[config.mk]
export PLATFORM = sky130hd
export DESIGN_NAME = instr_encoder_flat
export DESIGN_NICKNAME = d
export VERILOG_FILES = /design/src/rtl/instr_encoder_if.sv /design/src/rtl/instr_encoder.sv /design/src/flat_wrapper.sv
export SDC_FILE = /design/constraint.sdc
export NUM_CORES = 1
export LEC_CHECK = 0
export ABC_AREA = 1
export CAP_MARGIN = 20
export CORE_MARGIN = 2
export CORE_UTILIZATION = 45
export CTS_CLUSTER_SIZE = 20
export DETAILED_ROUTE_END_ITERATION = 7
export GPL_TIMING_DRIVEN = 0
export PLACE_DENSITY = 0.78
export SYNTH_ARGS = -nofsm -noshare
export SYNTH_HDL_FRONTEND = slang
export SYNTH_SLANG_ARGS = --single-unit
[constraint.sdc]
create_clock -name clk_i -period 2.7 [get_ports clk_i]
set_input_delay 0.675 -clock clk_i [delete_from_list [all_inputs] [get_ports clk_i]]
set_output_delay 0.675 -clock clk_i [all_outputs]
set_load 0.02 [all_outputs]
[src/rtl/instr_encoder_if.sv]
// Request and instruction-RAM write bundle for instr_encoder.
// The master drives requests and RAM readiness; the slave is the encoder.
interface instr_encoder_if #(
  parameter int unsigned AddrW = 32,
  parameter int unsigned Depth = 256
);
  localparam int unsigned CntW = $clog2(Depth + 1);

  logic             start;
  logic [AddrW-1:0] base_addr;
  logic             req_valid;
  logic             req_ready;
  logic [4:0]       req_opcode;
  logic [3:0]       req_ctrl;
  logic [4:0]       req_rd;
  logic [4:0]       req_rs1;
  logic [4:0]       req_rs2;
  logic [31:0]      req_imm;
  logic             mem_write;
  logic             mem_ready;
  logic [AddrW-1:0] mem_addr;
  logic [31:0]      mem_data;
  logic [CntW-1:0]  word_count;
  logic             err;
  logic             full;

  modport master (
    output start, base_addr, req_valid, req_opcode, req_ctrl, req_rd, req_rs1, req_rs2,
           req_imm, mem_ready,
    input  req_ready, mem_write, mem_addr, mem_data, word_count, err, full
  );

  modport slave (
    input  start, base_addr, req_valid, req_opcode, req_ctrl, req_rd, req_rs1, req_rs2,
           req_imm, mem_ready,
    output req_ready, mem_write, mem_addr, mem_data, word_count, err, full
  );
endinterface

[src/rtl/instr_encoder.sv]
// RV32I instruction word builder streaming encoded words into instruction RAM.
// Illegal requests are consumed without a write and set the sticky err flag.
module instr_encoder #(
  parameter int unsigned AddrW = 32,
  parameter int unsigned Depth = 256
) (
  input logic           clk_i,
  input logic           rst_ni,
  instr_encoder_if.slave bus
);
  localparam int unsigned CntW = $clog2(Depth + 1);

  localparam logic [4:0] OpLui    = 5'b01101;
  localparam logic [4:0] OpAuipc  = 5'b00101;
  localparam logic [4:0] OpJal    = 5'b11011;
  localparam logic [4:0] OpJalr   = 5'b11001;
  localparam logic [4:0] OpBranch = 5'b11000;
  localparam logic [4:0] OpLoad   = 5'b00000;
  localparam logic [4:0] OpStore  = 5'b01000;
  localparam logic [4:0] OpOpImm  = 5'b00100;
  localparam logic [4:0] OpOp     = 5'b01100;

  typedef enum logic [1:0] {StIdle, StRun, StFull} state_e;

  state_e           state_q;
  logic             mem_write_q;
  logic [AddrW-1:0] base_q;
  logic [AddrW-1:0] mem_addr_q;
  logic [31:0]      mem_data_q;
  logic [CntW-1:0]  wc_q;
  logic             err_q;
  logic             full_q;

  logic [31:0] enc_word;
  logic        enc_ok;
  logic        start_ok;
  logic        wr_done;
  logic        req_ready;
  logic        accept;
  logic [CntW-1:0] wc_inc;

  // Field packing and legality check for one request.
  always_comb begin
    logic [2:0]  f3;
    logic [6:0]  op;
    logic [31:0] imm;
    logic        i_ok, b_ok, j_ok, is_shift;
    f3       = bus.req_ctrl[2:0];
    op       = {bus.req_opcode, 2'b11};
    imm      = bus.req_imm;
    i_ok     = imm[31:11] == {21{imm[11]}};
    b_ok     = (imm[31:12] == {20{imm[12]}}) && !imm[0];
    j_ok     = (imm[31:20] == {12{imm[20]}}) && !imm[0];
    is_shift = (f3 == 3'b001) || (f3 == 3'b101);
    enc_word = 32'h0;
    enc_ok   = 1'b0;
    case (bus.req_opcode)
      OpLui, OpAuipc: begin
        enc_word = {imm[31:12], bus.req_rd, op};
        enc_ok   = imm[11:0] == 12'h0;
      end
      OpJal: begin
        enc_word = {imm[20], imm[10:1], imm[11], imm[19:12], bus.req_rd, op};
        enc_ok   = j_ok;
      end
      OpJalr: begin
        enc_word = {imm[11:0], bus.req_rs1, 3'b000, bus.req_rd, op};
        enc_ok   = i_ok;
      end
      OpLoad: begin
        enc_word = {imm[11:0], bus.req_rs1, f3, bus.req_rd, op};
        enc_ok   = i_ok && (f3 != 3'b011) && (f3 != 3'b110) && (f3 != 3'b111);
      end
      OpOpImm: begin
        if (is_shift) begin
          enc_word = {1'b0, bus.req_ctrl[3], 5'b0, imm[4:0], bus.req_rs1, f3, bus.req_rd, op};
          enc_ok   = imm[31:5] == 27'h0;
        end else begin
          enc_word = {imm[11:0], bus.req_rs1, f3, bus.req_rd, op};
          enc_ok   = i_ok;
        end
      end
      OpStore: begin
        enc_word = {imm[11:5], bus.req_rs2, bus.req_rs1, f3, imm[4:0], op};
        enc_ok   = i_ok && (f3 < 3'b011);
      end
      OpBranch: begin
        enc_word = {imm[12], imm[10:5], bus.req_rs2, bus.req_rs1, f3, imm[4:1], imm[11], op};
        enc_ok   = b_ok && (f3 != 3'b010) && (f3 != 3'b011);
      end
      OpOp: begin
        enc_word = {1'b0, bus.req_ctrl[3], 5'b0, bus.req_rs2, bus.req_rs1, f3, bus.req_rd, op};
        enc_ok   = 1'b1;
      end
      default: begin
        enc_word = 32'h0;
        enc_ok   = 1'b0;
      end
    endcase
  end

  assign start_ok = bus.start && !mem_write_q;
  assign wr_done  = mem_write_q && bus.mem_ready;
  assign wc_inc   = wc_q + CntW'(wr_done);

  // A start cycle takes no request so the new session begins cleanly.
  assign req_ready = (state_q == StRun) && !start_ok && !full_q &&
                     (({1'b0, wc_q} + (CntW + 1)'(mem_write_q)) < (CntW + 1)'(Depth)) &&
                     (!mem_write_q || bus.mem_ready);
  assign accept    = bus.req_valid && req_ready;

  always_ff @(posedge clk_i or negedge rst_ni) begin
    if (!rst_ni) begin
      state_q     <= StIdle;
      mem_write_q <= 1'b0;
      base_q      <= '0;
      mem_addr_q  <= '0;
      mem_data_q  <= 32'h0;
      wc_q        <= '0;
      err_q       <= 1'b0;
      full_q      <= 1'b0;
    end else if (start_ok) begin
      state_q <= StRun;
      base_q  <= bus.base_addr & ~AddrW'(3);
      wc_q    <= '0;
      err_q   <= 1'b0;
      full_q  <= 1'b0;
    end else begin
      wc_q   <= wc_inc;
      full_q <= wc_inc == CntW'(Depth);
      if (wr_done) begin
        mem_write_q <= 1'b0;
      end
      if (accept) begin
        if (enc_ok) begin
          mem_write_q <= 1'b1;
          mem_addr_q  <= base_q + AddrW'({wc_inc, 2'b00});
          mem_data_q  <= enc_word;
        end else begin
          err_q <= 1'b1;
        end
      end
      if (state_q == StRun && wc_inc == CntW'(Depth)) begin
        state_q <= StFull;
      end
    end
  end

  assign bus.req_ready  = req_ready;
  assign bus.mem_write  = mem_write_q;
  assign bus.mem_addr   = mem_addr_q;
  assign bus.mem_data   = mem_data_q;
  assign bus.word_count = wc_q;
  assign bus.err        = err_q;
  assign bus.full       = full_q;
endmodule

[src/flat_wrapper.sv]
// flat-port wrapper written by rule: the top's interface ports become plain ports
module instr_encoder_flat 
#(
  parameter int unsigned AddrW = 32,
  parameter int unsigned Depth = 256
)
  (clk_i, rst_ni, bus_start, bus_base_addr, bus_req_valid, bus_req_opcode, bus_req_ctrl, bus_req_rd, bus_req_rs1, bus_req_rs2, bus_req_imm, bus_mem_ready, bus_req_ready, bus_mem_write, bus_mem_addr, bus_mem_data, bus_word_count, bus_err, bus_full);
  instr_encoder_if #(.AddrW(AddrW), .Depth(Depth)) bus_i ();
  input logic clk_i;
  input logic rst_ni;
  input wire logic [$bits(bus_i.start)-1:0] bus_start;
  input wire logic [$bits(bus_i.base_addr)-1:0] bus_base_addr;
  input wire logic [$bits(bus_i.req_valid)-1:0] bus_req_valid;
  input wire logic [$bits(bus_i.req_opcode)-1:0] bus_req_opcode;
  input wire logic [$bits(bus_i.req_ctrl)-1:0] bus_req_ctrl;
  input wire logic [$bits(bus_i.req_rd)-1:0] bus_req_rd;
  input wire logic [$bits(bus_i.req_rs1)-1:0] bus_req_rs1;
  input wire logic [$bits(bus_i.req_rs2)-1:0] bus_req_rs2;
  input wire logic [$bits(bus_i.req_imm)-1:0] bus_req_imm;
  input wire logic [$bits(bus_i.mem_ready)-1:0] bus_mem_ready;
  output wire logic [$bits(bus_i.req_ready)-1:0] bus_req_ready;
  output wire logic [$bits(bus_i.mem_write)-1:0] bus_mem_write;
  output wire logic [$bits(bus_i.mem_addr)-1:0] bus_mem_addr;
  output wire logic [$bits(bus_i.mem_data)-1:0] bus_mem_data;
  output wire logic [$bits(bus_i.word_count)-1:0] bus_word_count;
  output wire logic [$bits(bus_i.err)-1:0] bus_err;
  output wire logic [$bits(bus_i.full)-1:0] bus_full;
  assign bus_i.start = bus_start;
  assign bus_i.base_addr = bus_base_addr;
  assign bus_i.req_valid = bus_req_valid;
  assign bus_i.req_opcode = bus_req_opcode;
  assign bus_i.req_ctrl = bus_req_ctrl;
  assign bus_i.req_rd = bus_req_rd;
  assign bus_i.req_rs1 = bus_req_rs1;
  assign bus_i.req_rs2 = bus_req_rs2;
  assign bus_i.req_imm = bus_req_imm;
  assign bus_i.mem_ready = bus_mem_ready;
  assign bus_req_ready = bus_i.req_ready;
  assign bus_mem_write = bus_i.mem_write;
  assign bus_mem_addr = bus_i.mem_addr;
  assign bus_mem_data = bus_i.mem_data;
  assign bus_word_count = bus_i.word_count;
  assign bus_err = bus_i.err;
  assign bus_full = bus_i.full;
  instr_encoder #(.AddrW(AddrW), .Depth(Depth)) u_core (.clk_i(clk_i), .rst_ni(rst_ni), .bus(bus_i));
endmodule
* After elaboration in Yosys (flattened, before gate mapping)
Cells that the tools add are included.
** Cells by class
- Eq/ne operators :: 20
- Multiplexer cells :: 14
- Magnitude comparators :: 2
- Reductions and logical operators :: 30
- Bitwise gates (word level) :: 1
- Add/subtract/negate cells :: 3
** Operator list (number)
- 32-bit case mux with 8 select lines :: 1
- 32-bit by 11-bit adder with 32-bit output :: 1
- 32-bit 2-to-1 mux :: 1
- 27-bit zero test :: 1
- 20-bit equality test :: 1
- 19-bit equality test :: 1
- 1-bit logical AND :: 16
- 5-bit by 4-bit equality test with 1-bit output (second input constant) :: 3
- 5-bit equality test (second input constant) :: 3
- 12-bit zero test :: 1
- 11-bit equality test :: 1
- 9-bit by 1-bit adder with 10-bit output :: 1
- 5-bit by 3-bit equality test with 1-bit output (second input constant) :: 2
- 10-bit by 9-bit < comparator with 1-bit output (second input constant) :: 1
- 9-bit by 1-bit adder with 9-bit output :: 1
- 9-bit equality test (second input constant) :: 1
- 9-bit 2-to-1 mux :: 1
- 1-bit 2-to-1 mux :: 8
- 1-bit case mux with 8 select lines :: 1
- 3-bit by 2-bit inequality test with 1-bit output (second input constant) :: 2
- 3-bit inequality test (second input constant) :: 2
- 5-bit zero test :: 1
- 1-bit zero test :: 4
- 2-bit 2-to-1 mux :: 2
- other kinds (11) :: 13
** Word-level totals
- Logic and storage cells :: 78
- Input port bits :: 93
- Register bits :: 108
- Output and inout bits :: 77

* Depth between registers and ports, before layout
Gate-level depths: netlist of the first run.
- Word-level depth :: 10
- Mapped depth :: 21
- Gate-level depth less buffers :: 21

* Least setup slack after synthesis of the first run
OpenSTA, ideal clock, no wires.
- Path type :: input-to-reg
- Start :: in bus_mem_ready
- End :: reg u_core.mem_addr_q[30] (netlist: u_core.bus.mem_addr[30])
- Slack :: -0.308 ns
- Required time :: 2.583 ns
- Path buffers :: 0
- Cell stages on the path :: 20
- Arrival :: 2.891 ns
- Cells stage by stage :: nand2_1 -> inv_1 -> ha_1 -> ha_1 -> nand3_1 -> inv_1 -> nand2_1 -> xor2_1 -> inv_1 -> ha_1 -> nand2_1 -> nor2_1 -> nor3b_1 -> nand2_1 -> nand3_1 -> nand2_1 -> nand2_1 -> nand2_1 -> nand3_1 -> nand2_1
** Between the ends
- Longest elaborated chain between the ends :: 4
- Elaborated cells on any way between the ends :: 7
- Classes of those cells :: 2 x add/sub; 5 x reduce/logical
** RTL lines
- start: declaration :: line flat_wrapper.sv:20 : input wire logic [$bits(bus_i.mem_ready)-1:0] bus_mem_ready;
- branches (longest 4 deep; another with 32-bit by 11-bit adder with 32-bit output)
- end signal: assignment :: line instr_encoder.sv:137 : mem_addr_q <= base_q + AddrW'({wc_inc, 2'b00});
- end: declaration :: line instr_encoder.sv:28 : logic [AddrW-1:0] mem_addr_q;
Several ways; the timed one is not identified.
A chain may end at the register's enable or synchronous reset.

* Worst setup path after layout of the first run
- Start :: in bus_mem_ready
- End :: reg u_core.mem_addr_q[20] (netlist: u_core.bus.mem_addr[20])
The elaborated chain is that of the path after synthesis.

==> flow_summary.toml, run 1 <==
[status]
status = "complete, but fails checks"
violations = "setup timing"

[floorplanning]
die_x_um = 123
core_area_mm2 = 0.0139
start_util = 0.461
io_pins = 170
rows = 43
die-height_um = 123
dieArea_mm2 = 0.0152

[clock_network]
cts.clk_slew.worst_paths_ns = 0.07
cts_hold_buf = 0
tritoncts = "yes"
root_buffer = "clkbuf_16"
clock_latency_ns = 0.35
cts_buffer_depth = 2
h-tree-depth = 3
cts_made_buffers = 9
clock_sinks = 105

[synthesis]
netlist_instances = 917
synth.avg_cell_area_um2 = 6.97
yosysUniqueCellTypes = 34
synthAdderAreaFrac = 0.0266
synth-xor-area-share = 0.0383
synth_compound_area_frac = 0.0562
synth-simple-area-share = 0.385
yosysWarningCount = 0
synthMuxAreaShare = 0
synth_area_mm2 = 0.00639
synth_top_family_by_area = "simple AND/OR/NAND/NOR gates"
synth_seq_cells = 105
synth.top_cell.area_share = 0.411
yosysTopAreaCell = "dfrtp_1"
yosysSeqAreaShare = 0.411
synthTopCellsByArea = "dfrtp_1 (41%), nand2_1 (22%), nand3_1 (7.8%), inv_1 (4.9%), nor2_1 (4.4%)"

[sta]
max_slew.worst_pin.slew_ns = 0.602
setup_violations = 1
period_minus_slack_ns = 2.72
slew_viol_final = 0
fmax_mhz = 368
fin_crit_sh = 1.01
setup_ws_ns = -0.0188
slew_headroom = 0.598
fin_tns_setup_ns = -0.0188
skew_ns = 0.00684
grt_setup_unrepaired = "yes"
hold_viol_final = 0

[setup_path]
crit_fanout = 4
r2r_slack_ns = 0
critical_path_arrival_ns = 3.01
rr_startpoint = "u_core.bus.mem_write"
r2r_cells = 17
cp-end-kind = "flop"
crit_type = "in2reg"
r2r-end = "u_core.bus.mem_addr[20]"
cp-start-kind = "input pin"
critPathRequiredTime_ns = 2.99

[placed_design]
portBuffers = 165
place.gp.congestion = 0.957
hpwl_mm = 16.0

[global_routing]
grt_pass1_wl_mm = 32.6
track_usage = 0.280
antenna_found_initial = 0
grt_max_degree = 67
grt_overflow = 0
grt_pass1_vias = 6259

[finish]
final_cell_mix = "nand2_1 (341), clkdlybuf4s50_1 (162), dfrtp_1 (101)"
n_fill_cell = 1218
final_common_cell = "nand2_1"
final_util = 0.671
multi_input_area_mm2 = 0.00377
syn_to_final_growth_pct = 45.5
layout.nets = 1221
num_antenna_cells = 0
ff_latch_area_mm2 = 0.00263
drive_gt1_frac = 0.138

[pwr]
ir_drop_v = 0.000334
p_leak_nw = 4.67
power_density_mw_per_mm2 = 449

[hold_path]
hp-class = "in2async"

[drt]
drtAntennaViolNets = 0
drc_errors = 0
vias_per_cell = 5.17
via_count = 6715
drt_first_pass_iters = 6
avgRoutedWirePerCell_um = 16.2
routed_wl_mm = 21.1
drt_iter0_markers = 571

[run]
maxCapViolCount = 0
==> worst max-delay path by stage <==
stage | to | from | slack (ns) | depth (start not counted)
6_report | u_core.bus.mem_addr[20] | bus_mem_ready | -0.02 | 18
5_1_grt | u_core.bus.mem_addr[29] | bus_mem_ready | -0.12 | 21
4_1_cts | u_core.bus.mem_addr[21] | bus_mem_ready | 0.005 | 20
3_5_place_dp | u_core.bus.mem_addr[22] | bus_mem_ready | -0.92 | 16
3_3_place_gp | u_core.bus.mem_data[25] | rst_ni | -2.95 | 1
2_1_floorplan | u_core.bus.mem_addr[29] | bus_mem_ready | -0.02 | 19
==> routing by layer <==
metal  vias up  wire (um)  GRT usage
li1       3292          -          -
met1      3158       9650      0.407
met2       231       9790      0.424
met3        34       1200     0.0517
met4         0        436     0.0845
met5         -          0          0
==> per-stage QoR <==
stage                     area, um^2  instances  setup slack (ns)  total power [mW]  hold slack [ns]
after floorplan                 6540        918           -0.0211              2.25            0.379
after global placement          8410       1263             -2.95              2.75            0.454
after detailed placement        8440       1264            -0.919              2.76            0.458
after CTS                       9050       1290           0.00495              4.16            0.312
after global routing            9310       1300            -0.123              4.36            0.329
final                           9310       1300           -0.0188              4.18            0.290
==> worst max-delay path: stages <==
cell	delay [ns]
buf_6	0.10
nand2_2	0.06
inv_2	0.04
ha_4	0.17
ha_4	0.17
nand3_4	0.10
inv_4	0.06
nand2_4	0.07
xor2_4	0.17
inv_2	0.07
ha_4	0.33
nand2_8	0.08
nor3_4	0.20
nand2_2	0.10
a21oi_2	0.20
xor2_2	0.23
nand3_2	0.09
nand2_1	0.09
==> timing repair <==
| action | in CTS | in global routing |
|---|---|---|
| setup buffers | 10 | 11 |
| pin swaps | 25 | 43 |
| endpoints found under the setup margin | 26 | 47 |
| hold endpoints to repair | 0 | 0 |
| resized for setup | 52 | 50 |
==> sequential cells by signal, indices dropped and copies added, names as in the netlist <==
| signal | count |
|---|---|
| u_core.base_q | 30 |
| u_core.bus.err | 1 |
| u_core.bus.full | 1 |
| u_core.bus.mem_addr | 30 |
| u_core.bus.mem_data | 31 |
| u_core.bus.mem_write | 1 |
| u_core.bus.word_count | 9 |
| u_core.state_q | 2 |
==> cell families after synthesis <==
| logic type | after synthesis |
|---|---|
| adder cells (fa/ha/maj) | 13 |
| XOR/XNOR | 28 |
| other | 1 |
| AO/OA/AOI/OAI | 64 |
| flip-flops | 105 |
| AND/OR/NAND/NOR | 587 |
| buffers and inverters | 119 |
==> synthesized netlist by cell type <==
master    number
nand2_2        3
o21ai_0       33
clkbuf_1      13
nand3b_1       4
xnor2_1        4
or2_2          3
dfrtp_1      105
fa_1           1
nand4_1       13
nor3_1        13
nand3_1      100
nor2_4         3
buf_2          1
a21oi_1       13
nand2_4        1
a22oi_1        5
inv_1         84
o21bai_1       2
o211ai_1       5
buf_6          6
nor3b_1        1
nor4_1         1
nor2_1        75
ha_1          12
nand3_4        1
clkinv_1       1
a211oi_1       1
conb_1         1
nand2_1      367
inv_2          5
buf_4          9
o22ai_1        5
and3_1         2
xor2_1        24
==> report_power, final <==
part	total [mW]	switching [mW]	internal, mW	leakage [nW]
logic	0.951	0.519	0.432	3.16
clock network	1.39	0.577	0.812	0.146
registers	1.84	0.129	1.71	1.37
total	4.18	1.23	2.95	4.67
==> layout make-up <==
cell class                      count  area share
Tap cell                          180      0.0242
Buffer                             29      0.0203
Clock inverter                      5     0.00860
Sequential cell                   105       0.283
Timing Repair Buffer              186       0.198
Multi-Input combinational cell    694       0.405
Clock buffer                       11      0.0250
Inverter                           90      0.0368
No activity file was read; power rests on OpenSTA's default activity.
==> run 2: changes to the inputs <==
--- a/config.mk
+++ b/config.mk
@@ -8,11 +8,12 @@
 export ABC_AREA = 1
 export CAP_MARGIN = 20
 export CORE_MARGIN = 2
-export CORE_UTILIZATION = 45
+export CORE_UTILIZATION = 58
 export CTS_CLUSTER_SIZE = 20
 export DETAILED_ROUTE_END_ITERATION = 7
+export DONT_BUFFER_PORTS = 1
 export GPL_TIMING_DRIVEN = 0
-export PLACE_DENSITY = 0.78
+export PLACE_DENSITY = 0.76
 export SYNTH_ARGS = -nofsm -noshare
 export SYNTH_HDL_FRONTEND = slang
 export SYNTH_SLANG_ARGS = --single-unit
==> run 2 against run 1 <==
- via count shrank 8.0%
- core utilization grew 1.7 points
- setup slack lost 0.19 ns
- maximum frequency shrank 6.5%
- combinational power shrank 53%
- routed wire length shrank 9.4%
- sequential power grew 7%
- clock power shrank 31%
- global-route usage grew 4.0 points
- sequential share of layout area grew 7.2 points
- the run ends with hold timing, setup timing left
- non-clock buffer count shrank 175
==> flow_summary.toml, run 2 (synthesis gave the netlist of run 1 again) <==
[status]
status = "complete, but fails checks"
violations = "hold timing, setup timing"

[finish]
final_cell_count_no_fill = 1085
final_common_cell = "nand2_1"
syn_to_final_growth_pct = 16.0
final_cell_mix = "nand2_1 (339), dfrtp_1 (101), nand3_1 (90)"
largest_reg_flops = 31
num_antenna_cells = 0
drive_gt1_frac = 0.163
layout.nets = 1046

[global_routing]
antenna_found_initial = 0
grt_pass1_wl_mm = 29.2
grt_pass1_vias = 5799
grt_overflow = 0
grt_max_degree = 106
track_usage = 0.320

[sta]
setup_ws_ns = -0.207
slew_headroom = 0.611
fin_crit_sh = 1.08
skew_ns = 0.0135
hold_viol_final = 105
period_minus_slack_ns = 2.91
fmax_mhz = 344
setup_violations = 22
hold-worst-slack_ns = -0.0347
slew_viol_final = 0
max_slew.worst_pin.slew_ns = 0.583
grt_setup_unrepaired = "yes"

[drt]
drtAntennaViolNets = 0
vias_per_cell = 5.70
avgRoutedWirePerCell_um = 17.6
drc_errors = 0
drt_first_pass_iters = 7
via_count = 6180
drt_iter0_markers = 586
routed_wl_mm = 19.1

[clock_network]
h-tree-depth = 3
tritoncts = "yes"
root_buffer = "clkbuf_8"
cts.clk_slew.worst_paths_ns = 0.12
clock_sinks = 105
cts_made_buffers = 9
cts_buffer_depth = 2
clock_latency_ns = 0.39

[setup_path]
cp.depth = 16
r2r-end = "u_core.bus.mem_addr[23]"
crit_type = "reg2reg"
cp-start-kind = "flop"
cpMostUsedCell = "nand2_1"
critical_path_arrival_ns = 3.19
crit_fanout = 5
critPathLaunch = "u_core.bus.mem_write"
path_cells = "nand2_2, inv_2, ha_4, ha_4, xor2_1, ha_2, a21oi_2, o21ai_4, nand2_1, nand2_1, nand3b_1, o21ai_1, nand2_1, nand2_1, nand3_1, nand2_1"
r2r_cells = 16
crit_slowest_cell = "dfrtp_2"
cpPeakStageDelay_ns = 0.50
critPathRequiredTime_ns = 2.99
rr_startpoint = "u_core.bus.mem_write"
cpLargestDelayFamily = "adder cells"
cp-end-kind = "flop"
r2r_slack_ns = -0.21
endpoint = "u_core.bus.mem_addr[23]"
path_buf_inv = 1

[run]
maxCapViolCount = 0

[floorplanning]
dieArea_mm2 = 0.0119
core_area_mm2 = 0.0108
die_x_um = 109
start_util = 0.593
rows = 38
die-height_um = 109
io_pins = 170

[placed_design]
dp_cells = 1058
place.gp.congestion = 0.951
portBuffers = 0
hpwl_mm = 14.3

[pwr]
ir_drop_v = 0.000345
p_leak_nw = 3.97
power_density_mw_per_mm2 = 455
p_total_mw = 3.38

[hold_path]
hp-class = "in2async"
## run 2: cell types whose count changed in the layout (fill, tap and decap cells not counted), sizes merged
cell,previous run,this run
clkbuf,24,22
clkdlybuf4s50,162,0
clkdlybuf4s15,1,0
clkinv,2,3
bufinv,2,0
clkinvlp,2,1
inv,89,93
buf,39,27
## run 2: power by group
group	switching, mW	internal (mW)	leakage, nW
Clock	0.604	0.355	0.0940
Combinational	0.289	0.162	2.50
Sequential	0.263	1.71	1.37
Total	1.16	2.22	3.97
## run 2: worst reg2reg max path, cell delays in order (launching register included)
cell and delay, ns:
dfrtp_2 0.50, nand2_2 0.09, inv_2 0.04, ha_4 0.17
ha_4 0.17, xor2_1 0.29, ha_2 0.40, a21oi_2 0.28
o21ai_4 0.14, nand2_1 0.08, nand2_1 0.12, nand3b_1 0.15
o21ai_1 0.08, nand2_1 0.06, nand2_1 0.06, nand3_1 0.10
nand2_1 0.06
## run 2: cell type report
type,instances,area [um^2]
Sequential cell,105,2630
Clock buffer,9,124
Clock inverter,7,61.3
Buffer,29,189
Inverter,90,343
Timing Repair Buffer,11,86.3
Fill cell,894,3370
Tap cell,140,175
Multi-Input combinational cell,694,3810
## run 2: per-layer routing
metal / global-route usage / up-vias / wire (um)
met3: 0.0658 / 34 / 1540
met1: 0.462 / 2944 / 8380
li1: - / 2941 / -
met4: 0.0852 / 0 / 339
met5: 0 / - / 0
met2: 0.489 / 261 / 8820
## run 2: worst min-delay path by stage
| stage | from | to | slack [ns] | cells after the start |
|---|---|---|---|---|
| floorplan | rst_ni | u_core.base_q[10] | 0.38 | 0 |
| global placement | rst_ni | u_core.bus.word_count[7] | 0.38 | 0 |
| detailed placement | rst_ni | u_core.bus.word_count[7] | 0.38 | 0 |
| CTS | rst_ni | u_core.bus.mem_write | -0.04 | 0 |
| global route | rst_ni | u_core.bus.word_count[1] | -0.05 | 0 |
| finish | rst_ni | u_core.bus.word_count[1] | -0.03 | 0 |
## run 2: through the flow
stage          TNS (ns)  worst slack (ns)  hold WS, ns  area (um^2)   util
3_3_place_gp      -6.15            -0.385        0.381         6710  0.622
2_1_floorplan   -0.0718           -0.0211        0.379         6540      -
4_1_cts          -0.541           -0.0852      -0.0394         7210  0.668
3_5_place_dp      -7.43            -0.422        0.382         6710  0.622
6_report          -2.40            -0.207      -0.0347         7420  0.687
5_1_grt           -5.59            -0.375      -0.0485         7420  0.687
## run 2: repair_timing
item                                    4_1_cts  5_1_grt
endpoints found under the setup margin       23       24
gates resized for setup                      61       42
pin swaps                                    25       37
setup buffers                                 7        4
hold endpoints to repair                    105      105
==> run 3: changes to the inputs <==
--- a/config.mk
+++ b/config.mk
@@ -14,6 +14,7 @@
 export DONT_BUFFER_PORTS = 1
 export GPL_TIMING_DRIVEN = 0
 export PLACE_DENSITY = 0.76
+export REMOVE_ABC_BUFFERS = 1
 export SYNTH_ARGS = -nofsm -noshare
 export SYNTH_HDL_FRONTEND = slang
 export SYNTH_SLANG_ARGS = --single-unit
==> run 3 against run 2 <==
- the run still ends with hold timing, setup timing left
- hold slack better by 0.0074 ns
- setup slack better by 0.033 ns
- total power down 1.5%
- clock-buffer cell count up 1
- clock skew down 0.0016 ns
- largest cell class unchanged
- highest routed layer unchanged
==> flow_summary.toml, run 3 (synthesis gave the netlist of run 1 again) <==
[status]
status = "complete, but fails checks"
violations = "hold timing, setup timing"

[drt]
vias_per_cell = 5.73
drt_first_pass_iters = 5
drtAntennaViolNets = 0
drc_errors = 0
drt_iter0_markers = 548
routed_wl_mm = 18.3
via_count = 6057
avgRoutedWirePerCell_um = 17.3

[global_routing]
grt_pass1_vias = 5569
grt_overflow = 0
track_usage = 0.300
antenna_found_initial = 0
grt_pass1_wl_mm = 27.7
grt_max_degree = 106

[run]
maxCapViolCount = 0

[placed_design]
portBuffers = 0
dp_cells = 1030
hpwl_mm = 12.2
detailed_place.area_mm2 = 0.00641
dp_slack_ns = -0.876
place.gp.congestion = 0.927

[sta]
slew_viol_final = 0
setup_violations = 22
skew_ns = 0.0119
setup_ws_ns = -0.174
grt_setup_unrepaired = "yes"
hold-worst-slack_ns = -0.0274
period_minus_slack_ns = 2.87
slew_headroom = 0.407
hold_viol_final = 67
fin_tns_setup_ns = -1.95
fin_crit_sh = 1.06
max_slew.worst_pin.slew_ns = 0.884
fmax_mhz = 348

[finish]
final_common_cell = "nand2_1"
drive_gt1_frac = 0.132
final_cell_mix = "nand2_1 (347), dfrtp_1 (101), nand3_1 (93)"
final_cell_area_mm2 = 0.00715
final_cell_count_no_fill = 1057
syn_to_final_growth_pct = 11.8
layout.nets = 1019
largest_reg_flops = 31
num_antenna_cells = 0

[clock_network]
clock_sinks = 105
cts_made_buffers = 9
clock_latency_ns = 0.38
root_buffer = "clkbuf_8"
cts.clk_slew.worst_paths_ns = 0.11
h-tree-depth = 3
cts_buffer_depth = 2
tritoncts = "yes"

[floorplanning]
core_area_mm2 = 0.0108
die_x_um = 109
io_pins = 170
dieArea_mm2 = 0.0119
rows = 38
start_util = 0.593
die-height_um = 109

[pwr]
ir_drop_v = 0.000284
power_density_mw_per_mm2 = 466
p_leak_nw = 3.86

[hold_path]
hp-class = "in2async"

[setup_path]
cp-end-kind = "flop"
crit_type = "reg2reg"
critical_path_arrival_ns = 3.20
cp-start-kind = "flop"
critPathRequiredTime_ns = 3.02
crit_fanout = 5
==> run 3: routing by layer <==
layer | GRT usage | share of wire | up-vias
met5 | 0 | 0 | -
met4 | 0.0879 | 0.023 | 0
met3 | 0.0747 | 0.099 | 38
met2 | 0.501 | 0.48 | 307
met1 | 0.386 | 0.40 | 2824
li1 | - | - | 2888
==> run 3: layout make-up <==
type,instances,area (um^2)
repair buffers,11,103
inverters,90,345
clock buffers,10,138
flip-flops and latches,105,2630
well taps,140,175
fillers,973,3640
clock inverters,5,40.0
multi-input cells,696,3720
==> run 3: worst max-delay path: stages, from the launching register on <==
cell and delay, ns:
dfrtp_2 0.51, nand2_2 0.09, inv_2 0.04, ha_4 0.17, ha_4 0.17, nand3_4 0.10
xor2_2 0.24, inv_1 0.11, ha_4 0.31, nand2_2 0.08, inv_1 0.07, nand2_1 0.09
nand2_2 0.10, nand2_1 0.11, a21oi_2 0.16, xor2_1 0.24, nand3_1 0.11, nand2_1 0.09
==> run 3: per-stage QoR <==
stage / util / power (mW)
global route: 0.663 / 3.49
detailed placement: 0.594 / 2.35
CTS: 0.650 / 3.31
global placement: 0.592 / 2.34
finish: 0.663 / 3.33
floorplan: - / 2.23
==> run 3: power breakdown <==
group	internal, mW	switching, mW	total [mW]
Combinational	0.147	0.269	0.416
Sequential	1.71	0.253	1.96
Clock	0.365	0.590	0.954
Total	2.22	1.11	3.33
==> run 3: final timing paths <==
check / startpoint / to / slack (ns) / cells after the start
setup / recovery: u_core.bus.mem_write / u_core.bus.mem_addr[20] / -0.17 / 17
hold / removal: rst_ni / u_core.bus.mem_write / -0.03 / 0
hold reg to reg: u_core.base_q[5] / u_core.base_q[5] / 0.51 / 2
min in group clk_i: bus_base_addr[11] / u_core.base_q[11] / 0.40 / 2
max in group asynchronous: rst_ni / u_core.bus.mem_addr[28] / 2.53 / 0
setup reg to reg: u_core.bus.mem_write / u_core.bus.mem_addr[20] / -0.17 / 17
==> run 3: repair_timing <==
item / 4_1_cts / 5_1_grt
setup endpoints to repair: 62 / 62
pin swaps: 22 / 21
hold endpoints to repair: 105 / 105
gates resized for setup: 81 / 27
cloned: 0 / 2
setup buffers: 7 / 3
==> patch, RTL diff (flow settings as in run 1) <==
`Depth` is set to 256 in 3 places; all go to 512.
--- a/src/rtl/instr_encoder_if.sv
+++ b/src/rtl/instr_encoder_if.sv
@@ -4,3 +4,3 @@
   parameter int unsigned AddrW = 32,
-  parameter int unsigned Depth = 256
+  parameter int unsigned Depth = 512
 );
--- a/src/rtl/instr_encoder.sv
+++ b/src/rtl/instr_encoder.sv
@@ -4,3 +4,3 @@
   parameter int unsigned AddrW = 32,
-  parameter int unsigned Depth = 256
+  parameter int unsigned Depth = 512
 ) (
--- a/src/flat_wrapper.sv
+++ b/src/flat_wrapper.sv
@@ -4,3 +4,3 @@
   parameter int unsigned AddrW = 32,
-  parameter int unsigned Depth = 256
+  parameter int unsigned Depth = 512
 )
Interface: changed (resized bus_word_count); port bits go from 170 to 171. The function was not compared with the original's and may differ.
==> patch against run 1 <==
  * Sequential cell count rose by 1
  * Cell count rose by 4.7%
  * Largest power group unchanged
  * Power fell by 1.8%
  * Routed wire length up 5.4%
  * Synthesized area grew 3.4%
  * Worst setup slack gained 22 ps
  * Sequential share of layout area fell by 0.32 points
  * Cell area increased by 2.1%
==> patch: results (changes against run 1) <==
- Status: completed
- Commonest cells post-synth: nand2_1 (399), nand3_1 (115), dfrtp_1 (106)
- Max VDD drop: 0.2914 mV (-13%)
- Global-route wire length before repair: 34490 um (+5.9%)
- Metal2 WL: 10700 um (+9.3%)
- Power share of the clock group: 0.312 (-0.020)
- Worst slew pin tran: 792.7 ps (+190.2 ps)
- Skew final: 11.41 ps (+4.567 ps)
- Post-CTS Resized: 39 (-25%)
- Largest net degree at the start of global routing: 70 (+4.5%)
- Grt met2 use: 0.4690 (+0.04488)
- Leakage: 4.870 nW (+4.2%)
- GRT Resource Usage Total: 0.2747 (-0.004976)
- Dpl hpwl: 16880 um (+5.6%)
- Critical path's largest stage delay: 410 ps (+80 ps)
- Critical Path AT: 2950 ps (-60 ps)
- Synth Area in Adders: 0.02763 (+0.001016)
- Port bufs: 166 (+0.61%)
- Grt met1 use: 0.3495 (-0.05748)
- Post-route insts no fill: 1361 (+4.7%)
- P_clk: 1.28 mW (-8%)
- Clock latency on the worst-skew pair: 370 ps (+20 ps)
- Synthesized instance count: 969 (+5.7%)
- R2R depth: 21 (+4)
- Share of layout cells above drive strength 1: 0.1410 (+0.002644)
- Complex-gate fraction of the synthesized area: 0.05090 (-0.005255)
- Sequential cell area fraction in the yosys report: 0.4011 (-0.009743)
- WL met1: 9153 um (-5.1%)
- WL per Instance: 16.32 um (+0.69%)
- WL met3: 1611 um (+34%)
- Yosys cell types: 42 (+24%)
- Post-Place Cells: 1321 (+4.5%)
patch: cell count changes in the layout (fill, tap and decap cells not counted), sizes merged, moves of 5 or more:
cell | before | now
a22o | 0 | 8
buf | 39 | 44
inv | 89 | 95
nand2 | 371 | 401
nand3 | 101 | 117
nor2 | 78 | 90
o21ai | 33 | 26
xor2 | 24 | 16
patch: final cells by class:
class / count / area (um2)
fillers: 1251 / 4921
multi-input cells: 740 / 3919
flip-flops and latches: 106 / 2658
repair buffers: 191 / 1867
inverters: 94 / 357.8
clock buffers: 10 / 239.0
well taps: 184 / 230.2
plain buffers: 30 / 192.7
clock inverters: 6 / 40.04
patch: worst reg2reg max path: stages, from the launching register on:
cell and delay (ps):
dfrtp_2 410, nand2_2 70, inv_2 40, ha_4 160
ha_4 170, inv_2 60, nor2_4 40, nand3_2 90
nand2_1 80, nand2_2 110, inv_1 90, ha_4 320
nand2_1 80, nand2_2 120, nand2_4 70, nand2_4 100
a21oi_4 60, or2_4 270, nand3_1 70, nand2_1 60
nand3_1 80, nand2_1 50
patch: final timing paths:
check,from,end,slack [ps]
worst max-delay path,u_core.bus.mem_write$_DFFE_PN0N_,u_core.bus.mem_addr[23]$_DFFE_PN0P_,3
worst min-delay path,rst_ni,u_core.bus.mem_addr[3]$_DFFE_PN0P_,280
worst max register to register,u_core.bus.mem_write$_DFFE_PN0N_,u_core.bus.mem_addr[23]$_DFFE_PN0P_,3
worst min register to register,u_core.bus.mem_addr[28]$_DFFE_PN0P_,u_core.bus.mem_addr[28]$_DFFE_PN0P_,470
max in group asynchronous,rst_ni,u_core.bus.mem_addr[17]$_DFFE_PN0P_,1710
min in group clk_i,u_core.bus.mem_addr[28]$_DFFE_PN0P_,u_core.bus.mem_addr[28]$_DFFE_PN0P_,470
